[src/rtl/mem_bus_pkg.sv]
// Shared constants for the multiplexed-bus memory responder:
// FSM encoding, default widths and the Rw line encoding.
package mem_bus_pkg;

    localparam int ADDR_W_DEF = 8;
    localparam int DATA_W_DEF = 8;

    localparam logic [1:0] ST_IDLE  = 2'b00;
    localparam logic [1:0] ST_ADDR  = 2'b01;
    localparam logic [1:0] ST_DRIVE = 2'b10;

    localparam logic RW_READ  = 1'b1;
    localparam logic RW_WRITE = 1'b0;

endpackage

[src/rtl/mem_bus_responder_ram.sv]
// Single-port synchronous RAM with a programming/bus write mux and a
// registered read-before-write output; the programming write always wins.
module ram_sp_sync #(
    parameter int ADDR_W = 8,
    parameter int DATA_W = 8
) (
    input  logic              clk,
    input  logic              srst,
    input  logic              bus_we_i,
    input  logic [ADDR_W-1:0] bus_waddr_i,
    input  logic [DATA_W-1:0] bus_wdata_i,
    input  logic              prog_we_i,
    input  logic [ADDR_W-1:0] prog_addr_i,
    input  logic [DATA_W-1:0] prog_data_i,
    input  logic              re_i,
    input  logic [ADDR_W-1:0] raddr_i,
    output logic [DATA_W-1:0] rdata_o
);

    logic [DATA_W-1:0] mem [2**ADDR_W];
    logic [DATA_W-1:0] rdata_q;
    logic              we;
    logic [ADDR_W-1:0] waddr;
    logic [DATA_W-1:0] wdata;

    always_comb begin
        we    = prog_we_i | bus_we_i;
        waddr = prog_we_i ? prog_addr_i : bus_waddr_i;
        wdata = prog_we_i ? prog_data_i : bus_wdata_i;
    end

    always_ff @(posedge clk) begin
        if (we) begin
            mem[waddr] <= wdata;
        end
    end

    // Output register only loads on a read, so read data holds between strobes.
    always_ff @(posedge clk) begin
        if (srst) begin
            rdata_q <= '0;
        end else if (re_i) begin
            rdata_q <= mem[raddr_i];
        end
    end

    assign rdata_o = rdata_q;

endmodule

[src/rtl/mem_bus_responder.sv]
// Memory-side responder for the ALE/En/Rw multiplexed bus: address latch,
// read/write FSM, collision flag, and a RAM shared with a programming port.
module mem_bus_responder
    import mem_bus_pkg::*;
#(
    parameter int ADDR_W = ADDR_W_DEF,
    parameter int DATA_W = DATA_W_DEF
) (
    input  logic              clk,
    input  logic              rst,
    input  logic              ALE,
    input  logic              En,
    input  logic              Rw,
    input  logic [DATA_W-1:0] bus_in,
    output logic [DATA_W-1:0] bus_out,
    output logic              bus_oe,
    input  logic              prog_we,
    input  logic [ADDR_W-1:0] prog_addr,
    input  logic [DATA_W-1:0] prog_data,
    output logic [ADDR_W-1:0] addr_q,
    output logic              coll_err
);

    logic [1:0]        state_q, state_d;
    logic [ADDR_W-1:0] addr_d;
    logic              oe_q, oe_d;
    logic              coll_q, coll_d;
    logic              is_read, has_addr;
    logic              bus_we, ram_re;
    logic [ADDR_W-1:0] raddr;

    always_comb begin
        is_read  = (Rw == RW_READ);
        has_addr = (state_q != ST_IDLE);
        // A write needs a held address; with ALE the bus carries an address, not data.
        bus_we   = !rst && !ALE && En && !is_read && has_addr;
        ram_re   = !rst && En && is_read && (ALE || has_addr);
        raddr    = ALE ? bus_in[ADDR_W-1:0] : addr_q;
    end

    always_comb begin
        state_d = state_q;
        addr_d  = addr_q;
        oe_d    = oe_q;
        coll_d  = coll_q | (bus_we & prog_we);
        if (ALE) begin
            addr_d  = bus_in[ADDR_W-1:0];
            state_d = (En && is_read) ? ST_DRIVE : ST_ADDR;
            oe_d    = En && is_read;
        end else if (En && has_addr) begin
            state_d = is_read ? ST_DRIVE : ST_ADDR;
            oe_d    = is_read;
        end
    end

    always_ff @(posedge clk) begin
        if (rst) begin
            state_q <= ST_IDLE;
            addr_q  <= '0;
            oe_q    <= 1'b0;
            coll_q  <= 1'b0;
        end else begin
            state_q <= state_d;
            addr_q  <= addr_d;
            oe_q    <= oe_d;
            coll_q  <= coll_d;
        end
    end

    ram_sp_sync #(
        .ADDR_W (ADDR_W),
        .DATA_W (DATA_W)
    ) u_ram (
        .clk         (clk),
        .srst        (rst),
        .bus_we_i    (bus_we & ~prog_we),
        .bus_waddr_i (addr_q),
        .bus_wdata_i (bus_in),
        .prog_we_i   (prog_we),
        .prog_addr_i (prog_addr),
        .prog_data_i (prog_data),
        .re_i        (ram_re),
        .raddr_i     (raddr),
        .rdata_o     (bus_out)
    );

    assign bus_oe   = oe_q;
    assign coll_err = coll_q;

endmodule

[config.mk]
export PLATFORM = sky130hd
export DESIGN_NAME = mem_bus_responder
export DESIGN_NICKNAME = d
export VERILOG_FILES = /design/src/rtl/mem_bus_pkg.sv /design/src/rtl/mem_bus_responder_ram.sv /design/src/rtl/mem_bus_responder.sv
export SDC_FILE = /design/constraint.sdc
export NUM_CORES = 2
export LEC_CHECK = 0
export BUFFER_PORTS_ARGS = -buffer_cell sky130_fd_sc_hd__buf_4
export CELL_PAD_IN_SITES_DETAIL_PLACEMENT = 2
export CELL_PAD_IN_SITES_GLOBAL_PLACEMENT = 2
export CORE_MARGIN = 2
export CORE_UTILIZATION = 35
export CTS_CLUSTER_SIZE = 14
export DETAILED_ROUTE_END_ITERATION = 10
export PLACE_DENSITY_LB_ADDON = 0.1
export SETUP_SLACK_MARGIN = 0.4
export SLEW_MARGIN = 25
export SYNTH_ARGS = -nofsm -noshare
export SYNTH_HDL_FRONTEND = slang
export SYNTH_SLANG_ARGS = --single-unit
[constraint.sdc]
create_clock -name clk -period 15.8 [get_ports clk]
set_input_delay 0.79 -clock clk [delete_from_list [all_inputs] [get_ports clk]]
set_output_delay 0.79 -clock clk [all_outputs]
set_load 0.02 [all_outputs]
# ---- Word level (Yosys, flattened, before mapping)
# Memories as Yosys holds them, arrays and structs flattened. A register that Yosys moved wholly into a read port is not among the register bits.
# Cells that the tools add are included.
dict set report op_classes {
  reduce_logical 15
  bitwise 5
  mux 11
}
# operator count
set ops {}
lappend ops {{8-bit two-way mux} 3}
lappend ops {{1-bit logical AND} 9}
lappend ops {{2-bit two-way mux} 4}
lappend ops {{1-bit two-way mux} 4}
lappend ops {{2-bit nonzero test} 2}
lappend ops {{1-bit zero test} 3}
lappend ops {{1-bit bitwise AND} 2}
lappend ops {{1-bit bitwise OR} 2}
lappend ops {{1-bit logical OR} 1}
lappend ops {{1-bit NOT} 1}
dict set report word_totals {
  output_inout_bits 18
  mem_count 1
  inputBits 30
  ram_bits 2048
  elab_cells 36
  register_bits 12
}
# name depth word_bits rd rd_clocked_by_memory_dff write_ports line
set memory_table {}
lappend memory_table {u_ram.mem 256 8 1 1 1 mem_bus_responder_ram.sv:20} ;# logic [DATA_W-1:0] mem [2**ADDR_W];

# ---- Depth between registers and ports, before layout
dict set report depth {
  ltp_word 9
  mapped_depth 14
  mapped_depth_nobuf 8
}

# ---- Modules after synthesis
# From an unflattened synthesis, not the netlist that was laid out.
dict set report unflattened {
  hier_cells 3870
  hier_area_um2 80908.8
}
# mod seq_area_each_um2 instances cells_per_inst area_each_um2
set modules_own_cells {}
lappend modules_own_cells {ram_sp_sync 61659.1 1 3826 80419.6}
lappend modules_own_cells {mem_bus_responder 220.2 1 44 489.2}

# ---- Worst setup path after synthesis
# Ideal clock, no wire load.
dict set report synth_timing {
  kind {input -> register}
  from {input prog_we}
  to {memory u_ram.mem[0][1], data pin}
  stages 4
  slack_ns 2.243
  arrival_ns 11.366
  setup_ns 2.191
  required_ns 13.609
  path_cell_list {clkbuf_1 buf_1 clkbuf_1 o21ai_0}
}
dict set report synth_between {
  elab_chain_len 1
}
# item line
set synth_lines {}
lappend synth_lines {{start, declared} mem_bus_responder.sv:17} ;# input logic prog_we,
lappend synth_lines {{8-bit two-way mux} mem_bus_responder_ram.sv:29} ;# wdata = prog_we_i ? prog_data_i : bus_wdata_i;
lappend synth_lines {{net u_ram.wdata[1]} mem_bus_responder_ram.sv:24} ;# logic [DATA_W-1:0] wdata;
lappend synth_lines {{end, declared} mem_bus_responder_ram.sv:20}
# The timed path passes the listed nets, and every way through them passes these cells.

# ---- Worst setup path after layout
dict set report layout_timing {
  from {register addr_q[0]}
  to {register u_ram.rdata_q[3], in the netlist u_ram.rdata_o[3], read port of u_ram.mem}
}
dict set report layout_between {
  elab_chain_len 1
}
# item line
set layout_lines {}
lappend layout_lines {{start, declared} mem_bus_responder.sv:20} ;# output logic [ADDR_W-1:0] addr_q,
lappend layout_lines {{start signal, assigned} mem_bus_responder.sv:64} ;# addr_q <= addr_d;
lappend layout_lines {{8-bit two-way mux} --}
lappend layout_lines {{end, declared} mem_bus_responder_ram.sv:21} ;# logic [DATA_W-1:0] rdata_q;
# Every way passes these cells.
# A chain may end at the register's enable or synchronous reset.

==> flow_results.xml <==
<?xml version="1.0" encoding="UTF-8"?>
<metrics>
  <group name="worst_setup_path">
    <metric name="worst_ep_arrival_time" unit="ns">7.07</metric>
    <metric name="critPathLaunchType" unit="">flip-flop</metric>
    <metric name="critical_path.most_common_cell" unit="">sky130_fd_sc_hd__buf_4</metric>
    <metric name="slowest_stage" unit="">sky130_fd_sc_hd__buf_4</metric>
    <metric name="r2r-start" unit="">addr_q[0]</metric>
    <metric name="reg2reg_setup_slack" unit="ns">9.53</metric>
    <metric name="cp-end-kind" unit="">flip-flop</metric>
    <metric name="setup.worst_path.class" unit="">reg2reg</metric>
    <metric name="crit_path_end" unit="">u_ram.rdata_o[3]</metric>
    <metric name="slowest_delay" unit="ns">0.75</metric>
    <metric name="reg2regPathDepth" unit="">11</metric>
    <metric name="timing.critical_path.cells" unit="">mux2_8 -&gt; buf_4 -&gt; buf_4 -&gt; buf_4 -&gt; mux2i_1 -&gt; o221ai_1 -&gt; a21oi_1 -&gt; nor4_1 -&gt; nor3_1 -&gt; nor4_1 -&gt; or4_1</metric>
    <metric name="crit_start" unit="">addr_q[0]</metric>
    <metric name="critPathRequiredTime" unit="ns">16.61</metric>
    <metric name="timing.critical_path.fanout_max" unit="">76</metric>
    <metric name="capture_instance_of_the_worst_register_to_register_path" unit="">u_ram.rdata_o[3]</metric>
  </group>
  <group name="sta">
    <metric name="setup_repair_after_global_routing_missed_its_margin" unit="">false</metric>
    <metric name="timing.clock.skew" unit="ns">0.0248</metric>
    <metric name="hold_viol_final" unit="">0</metric>
    <metric name="fin_crit" unit="ns">6.27</metric>
    <metric name="setup_viol" unit="">0</metric>
    <metric name="setup_tns" unit="ns">0</metric>
    <metric name="hold_slack" unit="ns">0.256</metric>
    <metric name="fmax" unit="GHz">0.160</metric>
    <metric name="finalCritPeriodShare" unit="%">39.7</metric>
    <metric name="timing.slew.headroom" unit="%">27.1</metric>
    <metric name="worst_slew_pin_slew" unit="ns">1.09</metric>
    <metric name="postLayoutSetupSlackWorst" unit="ns">9.53</metric>
    <metric name="drv_slew" unit="">0</metric>
  </group>
  <group name="drt">
    <metric name="dr_pass1_iterations" unit="">5</metric>
    <metric name="routed-via-count" unit="">49800</metric>
    <metric name="ant_nets" unit="">0</metric>
    <metric name="drt_first_iter_violations" unit="">4578</metric>
    <metric name="post_drt_via_cell_ratio" unit="">5.61</metric>
    <metric name="drt-total-wl" unit="um">288000</metric>
    <metric name="route.detailed.drc" unit="">0</metric>
    <metric name="wl_per_cell" unit="um">32.5</metric>
  </group>
  <group name="global_route">
    <metric name="grt_util_all_layers" unit="%">23.8</metric>
    <metric name="grt.overflow.total" unit="">0</metric>
    <metric name="maximum_number_of_pins_on_one_net_before_global_route_repair" unit="">175</metric>
    <metric name="antenna_found_initial" unit="">16</metric>
    <metric name="grt_pass1_wl" unit="um">406000</metric>
    <metric name="grt_pass1_vias" unit="">52300</metric>
  </group>
  <group name="pwr">
    <metric name="worst_ir_drop_vdd" unit="mV">0.0918</metric>
    <metric name="static-leakage-power" unit="nW">29.8</metric>
    <metric name="power_density" unit="mW/mm2">131</metric>
  </group>
  <group name="final_layout">
    <metric name="syn_to_final_growth" unit="%">13.4</metric>
    <metric name="post_route_cells_drive_above_1_share" unit="%">11.0</metric>
    <metric name="design_area" unit="mm2">0.0933</metric>
    <metric name="numnets_final" unit="">5569</metric>
    <metric name="layout.core_utilization" unit="%">40.0</metric>
    <metric name="filler_cell_count" unit="">22600</metric>
  </group>
  <group name="yosys">
    <metric name="post_synthesis_mux_area_share" unit="%">7.28</metric>
    <metric name="compound_cell_area_share_of_the_yosys_netlist" unit="%">5.95</metric>
    <metric name="ys_seq_elements" unit="">2067</metric>
    <metric name="synth.lib_cells_used.distinct" unit="">57</metric>
    <metric name="library_cell_with_the_highest_instance_count_after_synthesis" unit="">sky130_fd_sc_hd__edfxtp_1</metric>
    <metric name="synth_adder_area_share" unit="%">0</metric>
    <metric name="avgSynthCellArea" unit="um2">14.9</metric>
    <metric name="synth_top_family_by_area" unit="">simple AND/OR/NAND/NOR gates</metric>
    <metric name="asyncSetResetFlopFracSynth" unit="%">0</metric>
    <metric name="post_synth_instance_area" unit="mm2">0.0823</metric>
    <metric name="synthFlopType" unit="">sky130_fd_sc_hd__edfxtp_1</metric>
    <metric name="synth_seq_area_share" unit="%">75.2</metric>
    <metric name="post_synth_top_area_share" unit="%">74.8</metric>
    <metric name="synth.area.top_cells" unit="">sky130_fd_sc_hd__edfxtp_1, sky130_fd_sc_hd__mux2i_1, sky130_fd_sc_hd__nand2_1, sky130_fd_sc_hd__mux4_2, sky130_fd_sc_hd__nand3_1</metric>
    <metric name="number_of_flops_mapped_to_enable_cells_by_yosys" unit="">2048</metric>
    <metric name="syn_nets" unit="">5537</metric>
    <metric name="yosys.area.top_type" unit="">sky130_fd_sc_hd__edfxtp_1</metric>
    <metric name="netlist_instances" unit="">5507</metric>
    <metric name="xor_and_xnor_area_share_after_synthesis" unit="%">0</metric>
    <metric name="yosys-top-cells-count" unit="">sky130_fd_sc_hd__edfxtp_1, sky130_fd_sc_hd__nand2_1, sky130_fd_sc_hd__mux2i_1</metric>
    <metric name="synth-simple-area-share" unit="%">9.36</metric>
    <metric name="ys.warnings.count" unit="">0</metric>
  </group>
  <group name="floorplanning">
    <metric name="floorplan.initialDensity" unit="%">35.3</metric>
    <metric name="coreArea" unit="mm2">0.233</metric>
    <metric name="core_rows" unit="">177</metric>
    <metric name="die_y" unit="um">489</metric>
    <metric name="die_width" unit="um">489</metric>
    <metric name="ioPinCount" unit="">48</metric>
    <metric name="die_area" unit="mm2">0.239</metric>
  </group>
  <group name="clock_network">
    <metric name="clock-root-buffer" unit="">sky130_fd_sc_hd__clkbuf_16</metric>
    <metric name="path_clk_slew" unit="ns">0.06</metric>
    <metric name="clock_sinks" unit="">2067</metric>
    <metric name="cts_hold_buf" unit="">0</metric>
    <metric name="cts-root-to-sink-buffers" unit="">3</metric>
    <metric name="htreeDepth" unit="">4</metric>
    <metric name="numCtsBuffers" unit="">226</metric>
    <metric name="cts.repair.resized" unit="">0</metric>
    <metric name="post_cts_setup_bufs" unit="">0</metric>
    <metric name="tritoncts" unit="">done</metric>
    <metric name="clkLatencyLatePin" unit="ns">0.87</metric>
  </group>
  <group name="placed_design">
    <metric name="place_congestion" unit="">0.767</metric>
    <metric name="place.port_buffers" unit="">47</metric>
    <metric name="postPlaceCellArea" unit="mm2">0.0862</metric>
    <metric name="dp.final_hpwl" unit="um">165000</metric>
    <metric name="worst_case_setup_slack_after_placement" unit="ns">8.67</metric>
  </group>
  <group name="min_path">
    <metric name="worst_hold_check_path_type" unit="">in2reg</metric>
  </group>
  <group name="run_status">
    <metric name="outcome" unit="">completed</metric>
  </group>
  <group name="job">
    <metric name="number_of_max_cap_violations" unit="">0</metric>
  </group>
</metrics>
cells in the final DEF, fill, tap and decap left out, types with 81 or more instances in the layout:
| cell type | netlist | routed |
|---|---|---|
| sky130_fd_sc_hd__a21oi_1 | 290 | 290 |
| sky130_fd_sc_hd__mux2i_1 | 398 | 393 |
| sky130_fd_sc_hd__edfxtp_1 | 2048 | 2048 |
| sky130_fd_sc_hd__o221ai_1 | 138 | 138 |
| sky130_fd_sc_hd__clkbuf_16 | 0 | 230 |
| sky130_fd_sc_hd__buf_4 | 34 | 155 |
| sky130_fd_sc_hd__mux4_2 | 83 | 83 |
| sky130_fd_sc_hd__nor2_1 | 289 | 269 |
| sky130_fd_sc_hd__nand2_1 | 982 | 981 |
| sky130_fd_sc_hd__o21ai_0 | 84 | 81 |
| sky130_fd_sc_hd__nand3_1 | 350 | 349 |
logic make-up after synthesis:
family / Yosys count
AND/OR/NAND/NOR: 1822
flip-flops: 2067
AO/OA/AOI/OAI: 749
buffers and inverters: 376
multiplexers: 493
power breakdown:
part | leakage [nW] | total [W] | switching, W | internal, W
registers | 18.6 | 0.00610 | 0.0000113 | 0.00608
logic | 7.80 | 0.000995 | 0.000754 | 0.000241
clock network | 3.41 | 0.00511 | 0.00221 | 0.00290
total | 29.8 | 0.0122 | 0.00298 | 0.00922
final cells by class:
cell class                 instances  area [um2]  share of cell area (%)
antenna                            5        12.5                  0.0134
tap                             3132        3920                    4.20
clock buffer                     297        6060                    6.49
timing repair buffer             168        1430                    1.53
sequential                      2067       61900                    66.3
clock inverter                   122         913                   0.979
inverter                          12        45.0                  0.0483
multi-input combinational       3064       19000                    20.4
flip-flops by register name (all words and copies together), names as in the netlist:
name	cells
u_ram.mem	2048
addr_q	8
u_ram.rdata_o	8
coll_err	1
state_q	2
per-stage QoR:
step           std cells  power, W
2_1_floorplan       5507   0.00676
3_3_place_gp        8440   0.00720
3_5_place_dp        8441   0.00722
4_1_cts             8860    0.0123
5_1_grt             8863    0.0126
6_report            8867    0.0122
worst max-delay path, delay by kind of cell (launching register included):
kind / cells / cell delay (ns)
multiplexers: 2 / 0.85
AND/OR/NAND/NOR: 4 / 2.01
AO/OA/AOI/OAI: 2 / 0.36
flip-flops: 1 / 0.56
buffers and inverters: 3 / 2.17
worst min path at each step:
stage                       endpoint  startpoint  cells past startpoint  slack (ns)
after detailed placement    coll_err    coll_err                      2        0.47
after global routing      state_q[1]          En                      4        0.25
after global placement      coll_err    coll_err                      2        0.46
after floorplan           state_q[0]  state_q[0]                      2        0.48
final                     state_q[1]          En                      4        0.26
after CTS                 state_q[1]          En                      4        0.19
routing by layer:
metal  part of all wire, %  global-route usage [%]  wire length (um)  up-vias
met2                    47                    38.4            136000     1195
met1                    46                    33.9            132000    27000
li1                      -                       -                 -    21200
met4                   2.4                    6.78              7050        2
met5                0.0038                       0                11        -
met3                   4.4                    3.06             12700      348
(Power assumes the default switching activity.)
